### src/rtl/led_drv_pkg.sv
// Shared constants and helpers for the green-LED fade/blink driver.
package led_drv_pkg;

  localparam int DEF_N_LED        = 7;
  localparam int DEF_LEVEL_W      = 4;
  localparam int DEF_PRESCALE_DIV = 50;
  localparam int DEF_RAMP_FRAMES  = 4;
  localparam int DEF_BLINK_FRAMES = 32;

  typedef enum logic [1:0] {
    RAMP_HOLD,
    RAMP_UP,
    RAMP_DOWN
  } ramp_dir_e;

  function automatic int max_level(input int level_w);
    return (1 << level_w) - 1;
  endfunction

  // Counters that only ever hold 0 still need a 1-bit register.
  function automatic int cnt_width(input int n);
    return (n > 1) ? $clog2(n) : 1;
  endfunction

endpackage

### src/rtl/led_fade_channel.sv
// One LED channel: brightness level that steps toward its on/off target,
// compared against the shared PWM counter to drive a registered pin.
module led_fade_channel
  import led_drv_pkg::*;
#(
  parameter int LEVEL_W = DEF_LEVEL_W
) (
  input  logic               clk,
  input  logic               reset_n,
  input  logic               target_on,
  input  logic               ramp_tick,
  input  logic [LEVEL_W-1:0] pwm_cnt,
  input  logic               blank,
  output logic               led_out,
  output logic               mismatch
);

  localparam logic [LEVEL_W-1:0] MAX = LEVEL_W'(max_level(LEVEL_W));

  logic [LEVEL_W-1:0] level;
  logic [LEVEL_W-1:0] target;
  ramp_dir_e          dir;

  always_comb begin
    target = target_on ? MAX : '0;
    dir    = RAMP_HOLD;
    if (level < target)
      dir = RAMP_UP;
    else if (level > target)
      dir = RAMP_DOWN;
  end

  assign mismatch = (level != target);

  // Target is sampled live, so a reversal takes effect on the very next ramp_tick.
  always_ff @(posedge clk or negedge reset_n) begin
    if (!reset_n) begin
      level   <= '0;
      led_out <= 1'b0;
    end else begin
      if (ramp_tick) begin
        case (dir)
          RAMP_UP:   level <= level + LEVEL_W'(1);
          RAMP_DOWN: level <= level - LEVEL_W'(1);
          default:   level <= level;
        endcase
      end
      led_out <= (level > pwm_cnt) & ~blank;
    end
  end

endmodule

### src/rtl/led_fade_pwm.sv
// Green-LED output stage: shared prescaler/PWM/ramp/blink timebase feeding
// one fade channel per LED, plus the aggregate busy flag.
module led_fade_pwm
  import led_drv_pkg::*;
#(
  parameter int N_LED        = DEF_N_LED,
  parameter int LEVEL_W      = DEF_LEVEL_W,
  parameter int PRESCALE_DIV = DEF_PRESCALE_DIV,
  parameter int RAMP_FRAMES  = DEF_RAMP_FRAMES,
  parameter int BLINK_FRAMES = DEF_BLINK_FRAMES
) (
  input  logic             clk,
  input  logic             reset_n,
  input  logic [N_LED-1:0] led_req,
  input  logic             enable,
  input  logic             blink_en,
  output logic [N_LED-1:0] led_out,
  output logic             busy
);

  localparam int PS_W    = cnt_width(PRESCALE_DIV);
  localparam int RAMP_W  = cnt_width(RAMP_FRAMES);
  localparam int BLINK_W = cnt_width(BLINK_FRAMES);

  localparam logic [PS_W-1:0]    PS_LAST    = PS_W'(PRESCALE_DIV - 1);
  localparam logic [LEVEL_W-1:0] PWM_LAST   = LEVEL_W'(max_level(LEVEL_W) - 1);
  localparam logic [RAMP_W-1:0]  RAMP_LAST  = RAMP_W'(RAMP_FRAMES - 1);
  localparam logic [BLINK_W-1:0] BLINK_LAST = BLINK_W'(BLINK_FRAMES - 1);

  logic [PS_W-1:0]    ps_cnt;
  logic [LEVEL_W-1:0] pwm_cnt;
  logic [RAMP_W-1:0]  ramp_cnt;
  logic [BLINK_W-1:0] blink_cnt;
  logic               blink_phase;
  logic               pwm_tick;
  logic               frame_wrap;
  logic               ramp_tick;
  logic               blank;
  logic [N_LED-1:0]   mismatch;

  assign pwm_tick   = (ps_cnt == PS_LAST);
  assign frame_wrap = pwm_tick & (pwm_cnt == PWM_LAST);
  assign ramp_tick  = frame_wrap & (ramp_cnt == RAMP_LAST);
  assign blank      = blink_en & blink_phase;

  always_ff @(posedge clk or negedge reset_n) begin
    if (!reset_n)
      ps_cnt <= '0;
    else if (pwm_tick)
      ps_cnt <= '0;
    else
      ps_cnt <= ps_cnt + PS_W'(1);
  end

  // A frame is MAX ticks: pwm_cnt runs 0..MAX-1 so level MAX is on every tick.
  always_ff @(posedge clk or negedge reset_n) begin
    if (!reset_n)
      pwm_cnt <= '0;
    else if (frame_wrap)
      pwm_cnt <= '0;
    else if (pwm_tick)
      pwm_cnt <= pwm_cnt + LEVEL_W'(1);
  end

  always_ff @(posedge clk or negedge reset_n) begin
    if (!reset_n)
      ramp_cnt <= '0;
    else if (ramp_tick)
      ramp_cnt <= '0;
    else if (frame_wrap)
      ramp_cnt <= ramp_cnt + RAMP_W'(1);
  end

  always_ff @(posedge clk or negedge reset_n) begin
    if (!reset_n) begin
      blink_cnt   <= '0;
      blink_phase <= 1'b0;
    end else if (frame_wrap) begin
      if (blink_cnt == BLINK_LAST) begin
        blink_cnt   <= '0;
        blink_phase <= ~blink_phase;
      end else begin
        blink_cnt <= blink_cnt + BLINK_W'(1);
      end
    end
  end

  for (genvar gi = 0; gi < N_LED; gi++) begin : gen_ch
    led_fade_channel #(
      .LEVEL_W (LEVEL_W)
    ) u_ch (
      .clk       (clk),
      .reset_n   (reset_n),
      .target_on (led_req[gi] & enable),
      .ramp_tick (ramp_tick),
      .pwm_cnt   (pwm_cnt),
      .blank     (blank),
      .led_out   (led_out[gi]),
      .mismatch  (mismatch[gi])
    );
  end

  assign busy = |mismatch;

endmodule

### config.mk
export PLATFORM = sky130hd
export DESIGN_NAME = led_fade_pwm
export DESIGN_NICKNAME = d
export VERILOG_FILES = /design/src/rtl/led_drv_pkg.sv /design/src/rtl/led_fade_channel.sv /design/src/rtl/led_fade_pwm.sv
export SDC_FILE = /design/constraint.sdc
export NUM_CORES = 1
export LEC_CHECK = 0
export BUFFER_PORTS_ARGS = -buffer_cell sky130_fd_sc_hd__buf_2
export CELL_PAD_IN_SITES_DETAIL_PLACEMENT = 0
export CELL_PAD_IN_SITES_GLOBAL_PLACEMENT = 1
export CORE_ASPECT_RATIO = 0.8
export CORE_MARGIN = 2
export CORE_UTILIZATION = 53
export DETAILED_ROUTE_END_ITERATION = 12
export PLACE_DENSITY_LB_ADDON = 0.1
export SLEW_MARGIN = 20
export SYNTH_ARGS = -nofsm -noshare
export SYNTH_HDL_FRONTEND = slang
export SYNTH_SLANG_ARGS = --single-unit
### constraint.sdc
create_clock -name clk -period 6 [get_ports clk]
set_input_delay 0.9 -clock clk [delete_from_list [all_inputs] [get_ports clk]]
set_output_delay 0.9 -clock clk [all_outputs]
set_load 0.005 [all_outputs]
After elaboration in Yosys (flattened, before gate mapping)
Index checks and enable logic that the tools add are counted.
- add/sub/neg operators: 18
- multipliers: 0
- div/mod/pow operators: 0
- magnitude comparators: 21
- equality and inequality tests: 25
- shift operators: 0
- muxes and demuxes: 34
- bitwise logic cells: 19
- reductions and logical operators: 18
- operators with widths (cell ; number):
    greater-than comparator 4 bit ; 14
    one-hot mux 4 bit (2 select lines) ; 7
    2-to-1 mux 4 bit ; 9
    adder 4 x 1 -> 4 bit, second input constant ; 8
    2-to-1 mux 2 bit ; 16
    < comparator 4 bit ; 7
    != test 4 bit ; 7
    subtractor 4 x 1 -> 4 bit, second input constant ; 7
    nonzero test 2 bit ; 9
    bitwise AND 1 bit ; 17
    equality test 2 bit, second input constant ; 8
    AND reduction 2 bit ; 8
    equality test 2 x 1 -> 1 bit, second input constant ; 7
    OR reduction 7 bit ; 1
    adder 6 x 1 -> 6 bit, second input constant ; 1
    equality test 6 bit, second input constant ; 1
    2-to-1 mux 6 bit ; 1
    adder 5 x 1 -> 5 bit, second input constant ; 1
    equality test 5 bit, second input constant ; 1
    2-to-1 mux 5 bit ; 1
    equality test 4 bit, second input constant ; 1
    adder 2 x 1 -> 2 bit, second input constant ; 1
    inverter 1 bit ; 2
- register bits: 53
- latch bits: 0
- bits in writable memories: 0
- ROM bits: 0
- input bits: 11
- output and inout bits: 8
- word-level logic and storage cells: 154
- memories kept: 0

Depth between registers and ports, before layout
Gate-level depths: netlist (run 1).
- word-level depth: 8
- mapped depth: 13
- depth with buffers taken out: 13

By module
Synthesis (run 1) repeated with hierarchy kept, for this count alone.
- cells, all modules: 433
- area total of the unflattened synthesis: 4271.6 um^2
- modules (own cells, without submodules) (module ; instances ; cells an instance ; area each (um^2) ; seq. area each (um^2)):
    led_fade_channel ; 7 ; 48 ; 466.7 ; 125.1
    led_fade_pwm ; 1 ; 97 ; 1004.7 ; 450.4

Worst setup path before layout (run 1)
Ideal clock, no wire load.
- path type: input to output
- from: in led_req[2]
- to: out busy
- data arrival time: 2.119 ns
- data required time: 5.100 ns
- slack: 2.981 ns
- stages on the path: 6
- path buffers: 0
- cells stage by stage: nand2_1 inv_1 ha_1 and4_1 nand2_1 or4_1
- cells in the longest elaborated chain, start to end: 4
- RTL lines (item ; RTL line ; text):
    start, declared ; led_fade_pwm.sv:14 ; input logic [N_LED-1:0] led_req,
    bitwise AND 1 bit ; led_fade_pwm.sv:94 ; .target_on (led_req[gi] & enable),
    2-to-1 mux 4 bit ; led_fade_channel.sv:25 ; target = target_on ? MAX : '0;
    != test 4 bit ; led_fade_channel.sv:33 ; assign mismatch = (level != target);
    OR reduction 7 bit ; led_fade_pwm.sv:103 ; assign busy = |mismatch;
    end, declared ; led_fade_pwm.sv:18 ; output logic busy
Every way passes these cells.

Final worst setup path (run 1)
- from: in enable
- to: out busy
- cells in the longest elaborated chain, start to end: 4
- elaborated cells between the ends (all ways): 22
- classes of those cells: eq/ne: 7; mux: 7; bitwise: 7; reduce/logical: 1
- RTL lines (item ; RTL line ; text):
    start, declared ; led_fade_pwm.sv:15 ; input logic enable,
    bitwise AND 1 bit ; led_fade_pwm.sv:94 ;
    2-to-1 mux 4 bit ; led_fade_channel.sv:25 ;
    != test 4 bit ; led_fade_channel.sv:33 ;
    OR reduction 7 bit (*) ; led_fade_pwm.sv:103 ;
Every way passes the cells marked *; elsewhere a longest branch is shown, timed or not.

==> qor.txt, run 1 <==
Outcome -> finished, final reports clean
Crit share post-route -> 58.80%
Max H-tree Level -> 2
Synth unique cells -> 43
Syn nets -> 481
Max-cap violations -> 0
Post-CTS Hold Fix Bufs -> 0
Non-filler instance count after layout -> 507
Antenna violations before repair -> 0
Die Width -> 100.2 um
DR WL/cell -> 14.88 um
Clock buffer depth -> 2
Die Ht -> 80.96 um
Fraction of layout instances using a drive strength above 1 -> 12.47%
Hold_sp -> blink_phase$_DFFE_PN0P_
Pint -> 0.5572 mW
CP endpoint kind -> output port
Share of power burned in registers -> 49.7%
Worst vdd ir -> 0.0001170 V
Area growth, synth to finish -> 5.804%
Clock transition at path regs -> 100 ps
Placed Cells -> 499
Synth Warn # -> 0
Overall Power -> 0.8189 mW
Fmax -> 0.2834 GHz
Largest net degree at the start of global routing -> 54
Mean Syn Cell Area -> 9.809 um^2
CTS resizes -> 0
Critical Path AT -> 2630 ps
Crit-path max FO -> 7
Hold Violations, Final -> 0
Detailed Routing Iterations Pass 1 -> 4
RD Place Congestion -> 0.7776
IO buf count -> 18
Vias in the first global route -> 2716
CP Buf/Inv Count -> 2
Clock power share -> 25.9%
Critical Path Max Stage Delay -> 470 ps
Fin Clk Skew -> 4.961 ps
NetSw -> 0.2617 mW
R2R cell count -> 10
Setup_tns -> 0 ps
Slew HR -> 53.24%
Multi-input logic area -> 2394 um^2
Mapped Cells -> 400
GRT Residual Overflow -> 0
Hold Path Sink -> blink_phase$_DFFE_PN0P_
Cell Chain, Critical Path -> buf_2 -> nand2_1 -> ha_1 -> and4_1 -> nand2_1 -> or4_1 -> buf_2
Worst hold stages -> 1
Cell Area, Synth -> 3924 um^2
Delay-heaviest family, CP -> simple AND/OR/NAND/NOR gates
Clock sink total -> 53
TritonCTS clock tree -> built
Max-slew violation count -> 0
Share of the synthesized area in the top cell type -> 33.80%
Worst slew pin tran -> 701.4 ps
CTS Buf Count -> 5
Vias after detailed routing -> 2800
Core Rows -> 28
Core Footprint -> 7287 um^2
Switching Fraction -> 31.96%
Data required, critical path -> 5100 ps
Comb pwr share -> 24.4%
Tot GR Track Use -> 20.37%
# diodes -> 0
Area contributors post-synth -> dfrtp_1 34%, ha_1 22%, xnor2_1 4.7%
Via/cell ratio -> 5.523
CP Launch Type -> input pin
Clk_lat worst skew -> 310 ps
First-pass GRT wire length -> 13.01 mm
Setup CP Type -> input pin to output port
Die area -> 8112 um^2
Final #Nets -> 497
Final setup violating endpoints -> 0
Worst min-delay path class -> register to register
Final WL -> 7.544 mm
Static leakage -> 1.944 nW
Power density over the cells -> 197.2 nW/um^2
# DRC -> 0
Initial core utilization -> 53.85%
RR Endpoint -> gen_ch[2].u_ch.level[2]$_DFFE_PN0P_
Register area share after synthesis -> 33.80%
Register-to-register setup slack -> 3500 ps
Fill cell count -> 662
Yosys top cell by area -> dfrtp_1
Worst-path cell with the longest stage delay -> or4_1
Sequential cell area -> 1326 um^2
RSZ-0062 raised after global routing -> no
CTS root buf -> clkbuf_8
Setup Buffers After CTS -> 0
Routed Antenna Nets -> 0
Final HPWL DP -> 5.424 mm
Reg-to-reg startpoint -> gen_ch[2].u_ch.level[1]$_DFFE_PN0P_
DR iter-0 viols -> 110
Final min period -> 3528 ps
Post-synthesis register bit count -> 53
# IOs -> 19
==> cell families (layout without fill, tap and decap cells) <==
| logic type | count (synthesis) | count (layout) | share of synthesized area, % |
|---|---|---|---|
| compound gates | 71 | 71 | 11.48 |
| xor+xnor | 33 | 33 | 7.366 |
| simple gates | 113 | 113 | 15.66 |
| flops | 53 | 53 | 33.80 |
| fa+ha+maj | 70 | 70 | 22.32 |
| mux | 15 | 15 | 4.177 |
| buf+inv | 45 | 62 | 5.198 |
==> layer usage <==
layer | global-route usage [%] | part of all wire (%)
met5 | 0 | 0
met2 | 33.76 | 45
met4 | 4.658 | 1.4
met3 | 3.614 | 2.6
met1 | 28.00 | 51
==> power by group through the flow <==
stage / registers [mW] / clock network, mW / logic (mW)
after floorplan: 0.407 / 0 / 0.160
after global placement: 0.415 / 0 / 0.192
after detailed placement: 0.414 / 0 / 0.200
after CTS: 0.407 / 0.223 / 0.201
after global routing: 0.412 / 0.236 / 0.233
final: 0.407 / 0.212 / 0.200
==> sequential cells by signal, summed over array words and instances (netlist names) <==
signal and cells:
ps_cnt 6, blink_phase 1, pwm_cnt 4, gen_ch.u_ch.level 28
gen_ch.u_ch.led_out 7, blink_cnt 5, ramp_cnt 2
==> worst reg2reg max path, cell delays in order, from the launching register on <==
cell      delay, ps
dfrtp_1         480
ha_1            340
a21oi_1          70
o21ai_1         450
nand2b_1        150
xnor2_1         150
ha_1            200
nor3_1          180
mux2i_1         100
nor2_1          130
xor2_1          160
==> cells in the mapped netlist (all sizes together) <==
master,number
or4,1
buf,9
o22ai,6
mux2,11
nor3b,3
xor2,12
ha,70
a21o,1
nand2b,3
nand4b,1
nand3,15
and3,2
nor4,4
mux2i,4
o21ai,20
nor2,21
a21boi,1
nand2,35
a21oi,33
nor2b,7
o41ai,1
nor4b,3
xnor2,21
o211ai,3
nor3,6
dfrtp,53
o221a,6
or3,4
clkbuf,1
inv,35
nand4,3
and4,5
==> final cells by class <==
| type | count | area share [%] |
|---|---|---|
| multi-input cells | 302 | 57.66 |
| flip-flops and latches | 53 | 31.95 |
| inverters | 35 | 3.165 |
| well taps | 90 | 2.712 |
| repair buffers | 19 | 2.351 |
| clock buffers | 5 | 1.658 |
| clock inverters | 3 | 0.5124 |
==> cell usage in the layout, fill, tap and decap left out, types with 2 or more instances in the layout <==
cell / Yosys / routed
ha_1: 70 / 70
dfrtp_1: 53 / 53
inv_1: 35 / 35
nand2_1: 34 / 34
a21oi_1: 29 / 29
xnor2_1: 21 / 21
nor2_1: 19 / 19
buf_2: 1 / 18
o21ai_0: 14 / 14
nand3_1: 14 / 14
xor2_1: 12 / 12
mux2_2: 8 / 8
nor2b_1: 7 / 7
o21ai_1: 6 / 6
o22ai_1: 6 / 6
o221a_2: 6 / 6
nor3_1: 6 / 6
and4_1: 5 / 5
clkbuf_8: 0 / 5
mux2i_1: 4 / 4
or3_1: 4 / 4
nor4_1: 4 / 4
o211ai_1: 3 / 3
nand2b_1: 3 / 3
nand4_1: 3 / 3
mux2_1: 3 / 3
nor3b_1: 3 / 3
and3_1: 2 / 2
a21oi_4: 2 / 2
a21oi_2: 2 / 2
nor4b_1: 2 / 2
==> how the worst max path moves through the flow <==
| stage | from | end | slack (ps) | depth (start not counted) |
|---|---|---|---|---|
| 2_1_floorplan | led_req[2] | busy | 2980 | 6 |
| 3_3_place_gp | enable | busy | 2520 | 7 |
| 3_5_place_dp | enable | busy | 2460 | 7 |
| 4_1_cts | enable | busy | 2450 | 7 |
| 5_1_grt | enable | busy | 2360 | 7 |
| 6_report | enable | busy | 2470 | 7 |
==> per-stage QoR <==
| stage | hold slack (ps) | setup WS, ps | util [%] | area (um^2) |
|---|---|---|---|---|
| after floorplan | 445.7 | 2981 | - | 3924 |
| after global placement | 461.2 | 2523 | 55.73 | 4061 |
| after detailed placement | 469.7 | 2455 | 55.73 | 4061 |
| after CTS | 485.1 | 2450 | 56.97 | 4151 |
| after global routing | 520.0 | 2362 | 56.97 | 4151 |
| final | 476.1 | 2472 | 56.97 | 4151 |
Power figures use the tool's default switching activity.
==> run 2: changes to the inputs <==
- CORE_UTILIZATION: 53 -> 44
- clock period: 6 -> 2.9 ns (I/O delays scaled with it)
==> qor.txt, run 2 (synthesis results as in run 1) <==
Switching Fraction -> 31.40%
Final core utilization -> 49.31%
Power density over the cells -> 402.2 nW/um^2
Clock transition at path regs -> 100 ps
Setup Buffers After CTS -> 0
DR iter-0 viols -> 78
Biggest register -> gen_ch.u_ch.level
Final min period -> 2613 ps
Levels on crit path -> 5
CP Launch Type -> register
Largest net degree at the start of global routing -> 54
Max-cap violations -> 0
CP endpoint kind -> output port
Fmax -> 0.3826 GHz
Data required, critical path -> 2470 ps
Max H-tree Level -> 2
CP Buf/Inv Count -> 1
Hold Violations, Final -> 0
DR WL/cell -> 13.93 um
Post-CTS Hold Fix Bufs -> 0
Max reg flops -> 28
RSZ-0062 raised after global routing -> no
Via/cell ratio -> 5.228
Critical Path AT -> 2180 ps
# DRC -> 0
Tot GR Track Use -> 17.17%
Static leakage -> 1.974 nW
Die area -> 9694 um^2
Worst min-delay path class -> input pin to async pin
Crit share post-route -> 90.12%
Clock sink total -> 53
Final #Nets -> 503
Most common cell after layout, fill and taps aside -> ha_1
Delay-heaviest family, CP -> simple AND/OR/NAND/NOR gates
CTS root buf -> clkbuf_8
Core Footprint -> 8558 um^2
Vias after detailed routing -> 2797
Clk_lat worst skew -> 320 ps
CTS resizes -> 0
Max-slew violation count -> 0
Vias in the first global route -> 2708
RD Place Congestion -> 0.8309
Antenna violations before repair -> 0
Setup CP Type -> register to output port
Critical Path Max Stage Delay -> 480 ps
Share of power burned in registers -> 49.7%
TritonCTS clock tree -> built
Final setup violating endpoints -> 0
# diodes -> 0
Outcome -> finished, final reports clean
Detailed Routing Iterations Pass 1 -> 4
Worst vdd ir -> 0.0001679 V
Slew HR -> 54.51%
# IOs -> 19
GRT Residual Overflow -> 0
Die Width -> 109.6 um
Clock buffer depth -> 2
Initial core utilization -> 45.85%
Final HPWL DP -> 5.421 mm
Worst slew pin tran -> 682.3 ps
Largest registers -> gen_ch.u_ch.level (28), gen_ch.u_ch.led_out (7), ps_cnt (6)
R2R cell count -> 10
Clock power share -> 25.4%
Die Ht -> 88.47 um
Pint -> 1.164 mW
Most frequent cells in the layout -> 70 x ha_1, 53 x dfrtp_1, 35 x inv_1
First-pass GRT wire length -> 12.95 mm
IO buf count -> 18
Worst-path cell with the longest stage delay -> dfrtp_1
Routed Antenna Nets -> 0
NetSw -> 0.5329 mW
Fin Clk Skew -> 11.02 ps
Final WL -> 7.455 mm
Crit-path max FO -> 7
CTS Buf Count -> 5
Fraction of layout instances using a drive strength above 1 -> 13.48%
Cell Chain, Critical Path -> ha_1 -> and4_1 -> nand2_1 -> or4_1 -> buf_2
Setup_tns -> 0 ps
Area growth, synth to finish -> 7.557%
Comb pwr share -> 24.9%
Core Rows -> 30
==> run 2: cell types whose count changed in the layout (fill, tap and decap cells not counted) <==
| cell | change |
|---|---|
| buf_4 | +6 |
| clkbuf_1 | +1 |
| clkinvlp_4 | -1 |
==> run 2: layout make-up <==
class                           count  area (um^2)
Clock buffer                        6        72.57
Clock inverter                      2        13.76
Fill cell                         808         4338
Inverter                           35        131.4
Multi-Input combinational cell    302         2394
Sequential cell                    53         1326
Tap cell                          112        140.1
Timing Repair Buffer               25        142.6
==> run 2: final timing paths <==
kind / from / end / slack (ps)
setup / recovery: gen_ch[2].u_ch.level[1]$_DFFE_PN0P_ / busy / 290
min in group clk: blink_phase$_DFFE_PN0P_ / blink_phase$_DFFE_PN0P_ / 480
max in group asynchronous: reset_n / blink_cnt[0]$_DFFE_PN0P_ / 2220
hold reg to reg: blink_phase$_DFFE_PN0P_ / blink_phase$_DFFE_PN0P_ / 480
setup reg to reg: gen_ch[3].u_ch.level[1]$_DFFE_PN0P_ / gen_ch[3].u_ch.level[2]$_DFFE_PN0P_ / 480
hold / removal: reset_n / gen_ch[3].u_ch.level[1]$_DFFE_PN0P_ / 240
==> run 2: routing by layer <==
metal | GRT usage [%] | vias up | wire length (um)
met5 | 0 | - | 0
met3 | 3.461 | 12 | 190
li1 | - | 1455 | -
met1 | 23.72 | 1303 | 3916
met4 | 5.063 | 0 | 112
met2 | 27.38 | 27 | 3235
==> run 2: stage by stage <==
step | std cells | hold WS [ps] | total power [mW] | setup WS [ps] | cell area (um^2)
final | 535 | 236.4 | 1.697 | 286.5 | 4220
after global routing | 535 | 303.6 | 1.824 | 168.1 | 4220
after CTS | 535 | 259.9 | 1.724 | 260.6 | 4220
after detailed placement | 527 | 462.7 | 1.283 | 106.6 | 4134
after global placement | 527 | 459.3 | 1.274 | 308.1 | 4134
after floorplan | 400 | 139.4 | 1.172 | 647.1 | 3924
==> run 2: power groups by stage <==
stage               Clock, mW  Sequential (mW)  Combinational (mW)
floorplan                   0            0.842               0.330
global placement            0            0.860               0.415
detailed placement          0            0.858               0.424
CTS                     0.453            0.845               0.426
global route            0.476            0.854               0.494
finish                  0.431            0.844               0.422
==> run 3: changes to the inputs <==
- PLACE_DENSITY: not set -> 0.84
- PLACE_DENSITY_LB_ADDON: 0.1 -> not set
- SKIP_LAST_GASP: not set -> 1
==> qor.txt, run 3 (synthesis results as in run 1) <==
Final setup violating endpoints -> 0
Largest net degree at the start of global routing -> 32
Via/cell ratio -> 5.350
Antenna violations before repair -> 0
Outcome -> finished, final reports clean
Clock buffer depth -> 2
CP endpoint kind -> output port
Worst slew pin tran -> 590.0 ps
CP Launch Type -> register
Die area -> 9694 um^2
DR WL/cell -> 14.68 um
Area growth, synth to finish -> 8.195%
Most common cell after layout, fill and taps aside -> ha_1
Fraction of layout instances using a drive strength above 1 -> 13.10%
Setup Buffers After CTS -> 0
Core Rows -> 30
DR iter-0 viols -> 128
Vias in the first global route -> 2775
Die Ht -> 88.47 um
Die Width -> 109.6 um
Setup CP Type -> register to output port
Final WL -> 7.809 mm
Final instance area -> 4245 um^2
RD Place Congestion -> 0.8376
Clock transition at path regs -> 110 ps
Max H-tree Level -> 2
Hold Violations, Final -> 0
Critical Path AT -> 2190 ps
IO buf count -> 18
# IOs -> 19
Data required, critical path -> 2470 ps
Routed Antenna Nets -> 0
CTS Buf Count -> 5
Pint -> 1.326 mW
Setup_tns -> 0 ps
Worst vdd ir -> 0.0002744 V
Comb pwr share -> 22.3%
Vias after detailed routing -> 2846
GRT Residual Overflow -> 0
Final HPWL DP -> 5.792 mm
Crit share post-route -> 90.52%
NetSw -> 0.5480 mW
Biggest register -> gen_ch.u_ch.level
Slew HR -> 60.25%
Initial core utilization -> 45.85%
First-pass GRT wire length -> 13.05 mm
Max-slew violation count -> 0
Clock sink total -> 53
Fill cell count -> 818
Largest registers -> gen_ch.u_ch.level (28), gen_ch.u_ch.led_out (7), ps_cnt (6)
Max reg flops -> 28
Power density over the cells -> 441.5 nW/um^2
Fin Clk Skew -> 8.882 ps
# diodes -> 0
Clk_lat worst skew -> 310 ps
Area after DPL -> 4111 um^2
TritonCTS clock tree -> built
CTS root buf -> clkbuf_8
Post-CTS Hold Fix Bufs -> 0
Clock power share -> 32.6%
Max-cap violations -> 0
Core Footprint -> 8558 um^2
Multi-input logic area -> 2394 um^2
Sequential cell area -> 1326 um^2
Fmax -> 0.3810 GHz
Tot GR Track Use -> 17.14%
RSZ-0062 raised after global routing -> no
Switching Fraction -> 29.24%
# DRC -> 0
Crit-path max FO -> 7
Most frequent cells in the layout -> 70 x ha_1, 53 x dfrtp_1, 35 x inv_1
Share of power burned in registers -> 45.1%
Final min period -> 2625 ps
Detailed Routing Iterations Pass 1 -> 4
Static leakage -> 1.982 nW
CTS resizes -> 0
Final #Nets -> 500
Worst min-delay path class -> input pin to async pin
[run 3: cell count changes in the layout (fill, tap and decap cells not counted)]
| cell | before | now |
|---|---|---|
| buf_4 | 7 | 4 |
| bufinv_16 | 0 | 2 |
| clkbuf_1 | 1 | 0 |
| inv_6 | 1 | 0 |
[run 3: cell type report]
class                           instances  area share (%)
Clock buffer                            5           1.621
Clock inverter                          3           1.533
Inverter                               35           3.095
Multi-Input combinational cell        302           56.38
Sequential cell                        53           31.24
Tap cell                              112           3.301
Timing Repair Buffer                   22           2.829
[run 3: per-stage QoR]
stage          setup WS [ps]  hold slack, ps  instances  utilization, %  total power [mW]
6_report               275.0           89.55        532           49.61             1.874
3_3_place_gp           256.1           450.7        524           48.04             1.249
2_1_floorplan          647.1           139.4        400               -             1.172
3_5_place_dp           103.2           451.1        524           48.04             1.276
5_1_grt                142.5           112.9        532           49.61             1.989
4_1_cts                233.0           109.8        532           49.61             1.886
[run 3: worst paths after layout]
kind	startpoint	end	slack (ps)	depth (start not counted)
max reg2reg	gen_ch[4].u_ch.level[1]$_DFFE_PN0P_	gen_ch[4].u_ch.level[2]$_DFFE_PN0P_	440	10
min	reset_n	blink_cnt[0]$_DFFE_PN0P_	90	2
max	gen_ch[2].u_ch.level[1]$_DFFE_PN0P_	busy	280	5
max in group asynchronous	reset_n	gen_ch[0].u_ch.level[2]$_DFFE_PN0P_	2460	2
min in group clk	blink_phase$_DFFE_PN0P_	blink_phase$_DFFE_PN0P_	490	1
min reg2reg	blink_phase$_DFFE_PN0P_	blink_phase$_DFFE_PN0P_	490	1
[run 3: power by group through the flow]
stage | registers [mW] | logic [mW] | clock network [mW]
2_1_floorplan | 0.842 | 0.330 | 0
3_3_place_gp | 0.857 | 0.392 | 0
3_5_place_dp | 0.859 | 0.417 | 0
4_1_cts | 0.845 | 0.422 | 0.619
5_1_grt | 0.853 | 0.487 | 0.648
6_report | 0.845 | 0.419 | 0.610
[run 3: critical path, stage by stage, from the launching register on]
cell	delay [ps]
dfrtp_1	480
ha_1	340
and4_1	330
nand2_1	100
or4_1	480
buf_2	140
[run 3: per-layer routing]
metal | part of all wire [%] | vias up | global-route usage (%)
met5 | 0 | - | 0
met4 | 0.67 | 0 | 3.913
met3 | 3.1 | 5 | 2.872
met2 | 48 | 43 | 30.30
met1 | 48 | 1353 | 22.05
li1 | - | 1445 | -
